**config.mk**
```make
export PLATFORM = sky130hd
export DESIGN_NAME = lector_banda_flat
export DESIGN_NICKNAME = d
export VERILOG_FILES = /design/src/rtl/banda_pkg.sv /design/src/rtl/lector_banda_if.sv /design/src/rtl/lector_banda_contador_fila.sv /design/src/rtl/lector_banda.sv /design/src/flat_wrapper.sv
export SDC_FILE = /design/constraint.sdc
export NUM_CORES = 1
export LEC_CHECK = 0
export ABC_AREA = 1
export CORE_ASPECT_RATIO = 0.8
export CORE_MARGIN = 2
export CORE_UTILIZATION = 51
export DETAILED_ROUTE_END_ITERATION = 8
export GPL_ROUTABILITY_DRIVEN = 0
export PLACE_DENSITY = 0.79
export RECOVER_POWER = 25
export SYNTH_ARGS = -nofsm -noshare
export SYNTH_HDL_FRONTEND = slang
export SYNTH_HIERARCHICAL = 1
export SYNTH_SLANG_ARGS = --single-unit
```
**constraint.sdc**
```tcl
create_clock -name clk -period 2.1 [get_ports clk]
set_input_delay 0.42 -clock clk [delete_from_list [all_inputs] [get_ports clk]]
set_output_delay 0.42 -clock clk [all_outputs]
set_load 0.02 [all_outputs]
```
**src/rtl/banda_pkg.sv**
```systemverilog
// Shared constants and types for the band register and its row-scanning reader.
package banda_pkg;
  localparam int ANCHO_BANDA = 25;
  localparam int N_FILAS     = 5;
  localparam int ANCHO_FILA  = 5;
  localparam int KW          = $clog2(N_FILAS);

  typedef enum logic [2:0] {
    REPOSO = 3'd0,
    PEDIR  = 3'd1,
    ESPERA = 3'd2,
    BARRER = 3'd3,
    FIN    = 3'd4
  } estado_t;

  typedef struct packed {
    logic                  leer;
    logic [ANCHO_FILA-1:0] fila;
    logic [ANCHO_FILA-1:0] sel_fila;
    logic                  valido;
    logic                  ocupado;
    logic                  hecho;
  } salida_t;

  // Row 0 is the most significant slice of the band.
  function automatic logic [ANCHO_FILA-1:0] fila_de(input logic [ANCHO_BANDA-1:0] b,
                                                    input logic [KW-1:0] k);
    fila_de = '0;
    for (int r = 0; r < N_FILAS; r++)
      if (k == KW'(r)) fila_de = b[(N_FILAS-1-r)*ANCHO_FILA +: ANCHO_FILA];
  endfunction
endpackage

```
**src/rtl/lector_banda_if.sv**
```systemverilog
// Bus between the band reader and its neighbours (register, start source, display driver).
interface lector_banda_if;
  import banda_pkg::*;

  logic                   inicio;
  logic [ANCHO_BANDA-1:0] dato_banda;
  logic                   leer;
  logic [ANCHO_FILA-1:0]  fila;
  logic [ANCHO_FILA-1:0]  sel_fila;
  logic                   valido;
  logic                   ocupado;
  logic                   hecho;

  modport slave  (input  inicio, dato_banda,
                  output leer, fila, sel_fila, valido, ocupado, hecho);
  modport master (output inicio, dato_banda,
                  input  leer, fila, sel_fila, valido, ocupado, hecho);
endinterface

```
**src/rtl/lector_banda_contador_fila.sv**
```systemverilog
// Row dwell counter: counts 0..TIEMPO_FILA-1 while enabled and wraps, flagging the last cycle.
module contador_fila #(
  parameter int TIEMPO_FILA = 4
) (
  input  logic clk,
  input  logic rst_n,
  input  logic clr_i,
  input  logic en_i,
  output logic tc_o
);
  localparam int W = $clog2(TIEMPO_FILA + 1);

  logic [W-1:0] cnt_q, cnt_d;

  assign tc_o = (cnt_q == W'(TIEMPO_FILA - 1));

  always_comb begin
    cnt_d = cnt_q;
    if (clr_i)     cnt_d = '0;
    else if (en_i) cnt_d = tc_o ? '0 : cnt_q + W'(1);
  end

  always_ff @(posedge clk) begin
    if (!rst_n) cnt_q <= '0;
    else        cnt_q <= cnt_d;
  end
endmodule

```
**src/rtl/lector_banda.sv**
```systemverilog
// Band reader: strobes reg_banda once, captures the band and scans it out row by row.
module lector_banda
  import banda_pkg::*;
#(
  parameter int TIEMPO_FILA = 4
) (
  input  logic           clk,
  input  logic           rst_n,
  lector_banda_if.slave  bus
);
  estado_t                estado_q, estado_d;
  logic [ANCHO_BANDA-1:0] buf_q, buf_d;
  logic [KW-1:0]          k_q, k_d;
  salida_t                sal_q, sal_d;
  logic                   tc, cnt_clr, cnt_en;

  contador_fila #(.TIEMPO_FILA(TIEMPO_FILA)) u_cnt (
    .clk   (clk),
    .rst_n (rst_n),
    .clr_i (cnt_clr),
    .en_i  (cnt_en),
    .tc_o  (tc)
  );

  always_comb begin
    estado_d = estado_q;
    buf_d    = buf_q;
    k_d      = k_q;
    cnt_clr  = 1'b0;
    cnt_en   = 1'b0;
    case (estado_q)
      REPOSO: if (bus.inicio) estado_d = PEDIR;
      PEDIR:  estado_d = ESPERA;
      // reg_banda has refreshed `out` by now; take the snapshot for the whole scan
      ESPERA: begin
        estado_d = BARRER;
        buf_d    = bus.dato_banda;
        k_d      = '0;
        cnt_clr  = 1'b1;
      end
      BARRER: begin
        cnt_en = 1'b1;
        if (tc) begin
          if (k_q == KW'(N_FILAS - 1)) estado_d = FIN;
          else                         k_d      = k_q + KW'(1);
        end
      end
      FIN:     estado_d = REPOSO;
      default: estado_d = REPOSO;
    endcase
  end

  // Outputs are decoded from next state so every one of them comes straight off a flop.
  always_comb begin
    sal_d         = '0;
    sal_d.leer    = (estado_d == PEDIR);
    sal_d.ocupado = (estado_d != REPOSO);
    sal_d.hecho   = (estado_d == FIN);
    if (estado_d == BARRER) begin
      sal_d.valido   = 1'b1;
      sal_d.sel_fila = ANCHO_FILA'(1) << k_d;
      sal_d.fila     = fila_de(buf_d, k_d);
    end
  end

  always_ff @(posedge clk) begin
    if (!rst_n) begin
      estado_q <= REPOSO;
      buf_q    <= '0;
      k_q      <= '0;
      sal_q    <= '0;
    end else begin
      estado_q <= estado_d;
      buf_q    <= buf_d;
      k_q      <= k_d;
      sal_q    <= sal_d;
    end
  end

  assign bus.leer     = sal_q.leer;
  assign bus.fila     = sal_q.fila;
  assign bus.sel_fila = sal_q.sel_fila;
  assign bus.valido   = sal_q.valido;
  assign bus.ocupado  = sal_q.ocupado;
  assign bus.hecho    = sal_q.hecho;
endmodule

```
**src/flat_wrapper.sv**
```systemverilog
// flat-port wrapper written by rule: the top's interface ports become plain ports
module lector_banda_flat import banda_pkg::*;
#(
  parameter int TIEMPO_FILA = 4
)
  (clk, rst_n, bus_inicio, bus_dato_banda, bus_leer, bus_fila, bus_sel_fila, bus_valido, bus_ocupado, bus_hecho);
  lector_banda_if bus_i ();
  input  logic clk;
  input  logic rst_n;
  input wire logic [$bits(bus_i.inicio)-1:0] bus_inicio;
  input wire logic [$bits(bus_i.dato_banda)-1:0] bus_dato_banda;
  output wire logic [$bits(bus_i.leer)-1:0] bus_leer;
  output wire logic [$bits(bus_i.fila)-1:0] bus_fila;
  output wire logic [$bits(bus_i.sel_fila)-1:0] bus_sel_fila;
  output wire logic [$bits(bus_i.valido)-1:0] bus_valido;
  output wire logic [$bits(bus_i.ocupado)-1:0] bus_ocupado;
  output wire logic [$bits(bus_i.hecho)-1:0] bus_hecho;
  assign bus_i.inicio = bus_inicio;
  assign bus_i.dato_banda = bus_dato_banda;
  assign bus_leer = bus_i.leer;
  assign bus_fila = bus_i.fila;
  assign bus_sel_fila = bus_i.sel_fila;
  assign bus_valido = bus_i.valido;
  assign bus_ocupado = bus_i.ocupado;
  assign bus_hecho = bus_i.hecho;
  lector_banda #(.TIEMPO_FILA(TIEMPO_FILA)) u_core (.clk(clk), .rst_n(rst_n), .bus(bus_i));
endmodule
```
Word-level counts from Yosys, hierarchy flattened. Index checks and enable logic that the tools add are counted.

$add $sub $neg: 2. Eq/ne operators: 12. Shift operators: 1. Muxes and demuxes: 17. Bitwise operators: 1. Reduce and logical (&&, ||, !) cells: 5.

Operator list (count): 25-bit 2-to-1 mux (1); 5-bit 2-to-1 mux (5); 3-bit by 2-bit == test with 1-bit output, second input constant (6); 3-bit 2-to-1 mux (6); 3-bit one-hot mux with 4 select lines (1); 3-bit by 1-bit == test with 1-bit output, second input constant (3); 3-bit == test, second input constant (3); 3-bit by 1-bit adder with 3-bit output, second input constant (2); 3-bit logical NOT (2); 3-bit one-hot mux with 2 select lines (1); 1-bit by 3-bit left shift with 5-bit output, first input constant (1); 1-bit 2-to-1 mux (3); 3-bit nonzero test (1); 2-bit AND reduction (1); 2-bit OR reduction (1); 1-bit NOT (1).

Bits in registers: 48. Output and inout bits: 14. Logic and storage cells: 48.

Depth between registers and ports, before layout.
Word-level depth: 10. Gate-level depth with buffers: 13. Mapped depth without buffers: 13.

Hierarchy. Netlist, hierarchy kept.

Modules (own cells, without submodules): lector_banda (times used 1, cells an instance 257, area each 1940.6 µm², sequential area each 900.9 µm²); contador_fila (times used 1, cells an instance 22, area each 152.6 µm², sequential area each 60.1 µm²).

Worst setup path after synthesis. Ideal clock, no wire load.

Path kind: reg2reg. Start point: register u_core.u_cnt.cnt_q[0]. End point: register u_core.sal_q, in the netlist u_core/bus.fila[0]. Arrival: 1.549 ns. Required time: 1.983 ns. Setup slack: 0.434 ns. Stages on the path, launching flop included: 12. Buffers on the path: 1. Period minus slack after synthesis: 1.666 ns. Cell sequence: dfxtp_1 -> ha_1 -> nand2_1 -> inv_1 -> inv_1 -> nand2_1 -> nand2_1 -> a21oi_2 -> nand3_2 -> buf_4 -> o21ai_0 -> nor2_1.

Cells in the longest elaborated chain, start to end: 9. Elaborated cells between the ends (all ways): 17. Those cells by class: eq/ne: 6; mux: 9; reduce/logical: 2.

Ends and longest elaborated chain: from (decl) (RTL line lector_banda_contador_fila.sv:13) `logic [W-1:0] cnt_q, cnt_d;`; from (signal assigned) (RTL line lector_banda_contador_fila.sv:25) `else cnt_q <= cnt_d;`; 3-bit by 2-bit == test with 1-bit output * (RTL line lector_banda_contador_fila.sv:15) `assign tc_o = (cnt_q == W'(TIEMPO_FILA - 1));`; via u_core.tc (RTL line lector_banda.sv:15) `logic tc, cnt_clr, cnt_en;`; 3-bit 2-to-1 mux (RTL line lector_banda.sv:43) `if (tc) begin`; 3-bit one-hot mux with 2 select lines (RTL line lector_banda.sv:31) `case (estado_q)`; 3-bit logical NOT (RTL line banda_pkg.sv:30) `if (k == KW'(r)) fila_de = b[(N_FILAS-1-r)*ANCHO_FILA +: ANCHO_FILA];`; 5-bit 2-to-1 mux (5 in series) (RTL line banda_pkg.sv:30); to (signal assigned) (RTL line lector_banda.sv:76) `sal_q <= sal_d;`; to (decl) (RTL line lector_banda.sv:14) `salida_t sal_q, sal_d;`.

Mark *: on every way through the listed nets, which the timed path passes. The rest lies on a longest branch. A chain may end at the register's enable or synchronous reset.

Worst setup path after layout.
Start point: register u_core.u_cnt.cnt_q[0]. End point: register u_core.sal_q, in the netlist u_core/bus.fila[3].

Same word-level chain as after synthesis.

==> results_dict.tcl <==
set metrics [dict create \
    status "completed" \
    wl_mm 4.41 \
    synth_common_cells "nand2_1 (67), dfxtp_1 (48), nor2_1 (30)" \
    synth_fp_nets 310 \
    via_per_inst 4.92 \
    grt_pass1_wl_mm 7.17 \
    critPathLaunchType "flip-flop" \
    rows 20 \
    synth.avg_cell_area_um2 7.50 \
    hp-start "u_core/u_cnt/cnt_q[2]" \
    min_to "u_core/u_cnt/cnt_q[2]" \
    min_delay_path_depth 2 \
    tightestPinTransition_ps 423 \
    fin_cells 379 \
    antenna_found_initial 0 \
    grt_max_degree 28 \
    cp_data_arrival_time_ps 2100 \
    dieArea_um2 4640 \
    post-route-period-util_pct 91.2 \
    critical_path_class "flip-flop to flip-flop" \
    ys_seq_area_share_pct 45.9 \
    ir_drop_mv 0.388 \
    r2r_cells 10 \
    wl_per_cell_um 11.6 \
    placed_cells 372 \
    nets 355 \
    finalSetupViolCount 0 \
    max-slew-margin-rel_pct 71.8 \
    leakagePower_nw 1.14 \
    first_global_vias 1641 \
    yosysTopAreaCellShare_pct 45.9 \
    path_max_fanout 11 \
    cts.sinks 48 \
    buffer_ports.inserted 41 \
    dr.pass1.iters 4 \
    die_y_um 61.3 \
    route.detailed.drc 0 \
    antenna_left 0 \
    r2r-start "u_core/u_cnt/cnt_q[0]" \
    synth_edf_count 0 \
    synthCells 279 \
    core_area_um2 3880 \
    cts_tree "built" \
    ctsLongestPathBuffers 2 \
    finalCriticalPeriod_ps 1910 \
    power.density_nw_per_um2 668 \
    finalPower_w 0.00176 \
    clk_pin_slew_worst_paths_ps 80 \
    slew_violations 0 \
    vias 1865 \
    synth_most_common_cell "nand2_1" \
    overflow 0 \
    fin_skew_ps 5.21 \
    r2r-end "u_core/bus.fila[3]" \
    syn_to_final_growth_pct 25.8 \
    cts_buffers 5 \
    holdCritPathClass "flip-flop to flip-flop" \
    synth_area_leaders "dfxtp_1 (46%), nand2_1 (12%), nor2_1 (5.4%), nand3_1 (5.0%), a21oi_1 (4.5%)" \
    cts_max_level 2 \
    synth_flop_cell "dfxtp_1" \
    timing.hold.ws_ps 451 \
    cts_setup_buffers 0 \
    root_buffer "clkbuf_8" \
    max_freq_mhz 522 \
    fin_tns_setup_ps 0 \
    synthArstFlopShare_pct 0 \
    maxCapViolations 0 \
    yosys_warnings 6 \
    grt.total_usage_pct 21.0 \
    syn_area_um2 2090 \
    antennaDiodeCount 0 \
    dp_hpwl_mm 3.31 \
    synth.distinct_cells 28 \
    rsz0062_at_grt "false" \
    ff2ff_setup_slack_ps 190 \
    finalHoldViolations 0 \
    start_util_pct 54.0 \
    dr.first_iter.drc_count 121 \
    fp.dieW_um 75.6 \
    layout-drive-gt1-share_pct 12.7 \
    synth.largest_area_cell "dfxtp_1" \
    clk_latency_ps 290 \
    cp.required_ps 2280 \
    ys_ff_latch 48 \
    pin_count 42 \
    worstSetupEndpointType "flip-flop" \
]
==> layer usage <==
metal	GRT usage, %	share of wire [%]	up-vias
met5	0	0	-
met4	7.52	1.2	0
met3	4.91	4.5	7
met2	32.5	43	43
met1	29.1	51	833
li1	-	-	982
==> how the worst max path moves through the flow <==
stage / from / endpoint / slack, ps / depth (start not counted)
6_report: u_core/u_cnt/cnt_q[0] / u_core/bus.fila[3] / 190 / 10
5_1_grt: u_core/k_q[0] / u_core/bus.fila[2] / 30 / 10
4_1_cts: u_core/u_cnt/cnt_q[0] / u_core/bus.fila[3] / 80 / 10
3_5_place_dp: u_core/u_cnt/cnt_q[0] / u_core/bus.fila[3] / 140 / 10
3_3_place_gp: u_core/u_cnt/cnt_q[0] / u_core/bus.fila[4] / 330 / 10
2_1_floorplan: u_core/u_cnt/cnt_q[0] / u_core/bus.fila[0] / 430 / 11
==> sequential cells by signal, summed over array words and instances (netlist names) <==
signal	cells
u_core/u_cnt/cnt_q	3
u_core/estado_q	3
u_core/buf_q	25
u_core/bus.leer	1
u_core/bus.ocupado	1
u_core/bus.fila	5
u_core/k_q	3
u_core/bus.hecho	1
u_core/bus.sel_fila	5
u_core/bus.valido	1
==> area by class of cell <==
class                      instances  area (um^2)
inverter                          26         97.6
clock inverter                     1         5.00
clock buffer                       6         72.6
sequential                        48          961
multi-input combinational        196          980
tap                               55         68.8
timing repair buffer              47          448
fill                             347         1250
==> stage by stage <==
step | setup WS (ps) | instance area [um^2] | util, %
2_1_floorplan | 434 | 2090 | -
3_3_place_gp | 330 | 2550 | 65.9
3_5_place_dp | 138 | 2550 | 65.9
4_1_cts | 79.9 | 2630 | 67.9
5_1_grt | 26.4 | 2630 | 67.9
6_report | 186 | 2630 | 67.9
==> critical path: stages (launching register included) <==
cell and delay (ps):
dfxtp_1 380, ha_1 200, nand2_1 110, inv_2 100
inv_1 60, nand2_1 50, nand2_1 90, a21oi_4 230
nand3_2 240, o21ai_0 280, nor2_1 70
==> repair_timing <==
action	CTS	global route
setup endpoints to repair	0	5
hold buffers	0	0
resized for setup	0	3
==> layout by cell type (no fill, tap or decap), types with 2 or more instances in the layout <==
cell type / instances
a21oi_1: 19
clkdlybuf4s50_1: 38
nor2_4: 4
inv_1: 22
or2_2: 10
nand2_2: 3
nand3_2: 3
nand2_1: 67
nand3_1: 21
nor3_1: 3
inv_2: 3
nor2_2: 3
nor4_1: 2
dlygate4sd3_1: 3
nor2_1: 30
buf_4: 4
clkbuf_1: 3
dfxtp_1: 48
clkbuf_8: 5
ha_1: 3
o21ai_1: 3
o21ai_0: 17
o21ai_2: 2
==> cells by family after synthesis <==
family	synth area share [%]
compound gates	11.7
fa+ha+maj	1.79
buf+inv	7.65
flops	45.9
simple gates	32.9
==> power breakdown <==
| part | internal [W] | leakage (nW) | switching (W) | total (W) |
|---|---|---|---|---|
| Sequential | 0.000957 | 0.391 | 0.0000144 | 0.000971 |
| Combinational | 0.000126 | 0.707 | 0.000160 | 0.000286 |
| Clock | 0.000226 | 0.0410 | 0.000274 | 0.000500 |
No activity file was read; power rests on OpenSTA's default activity.
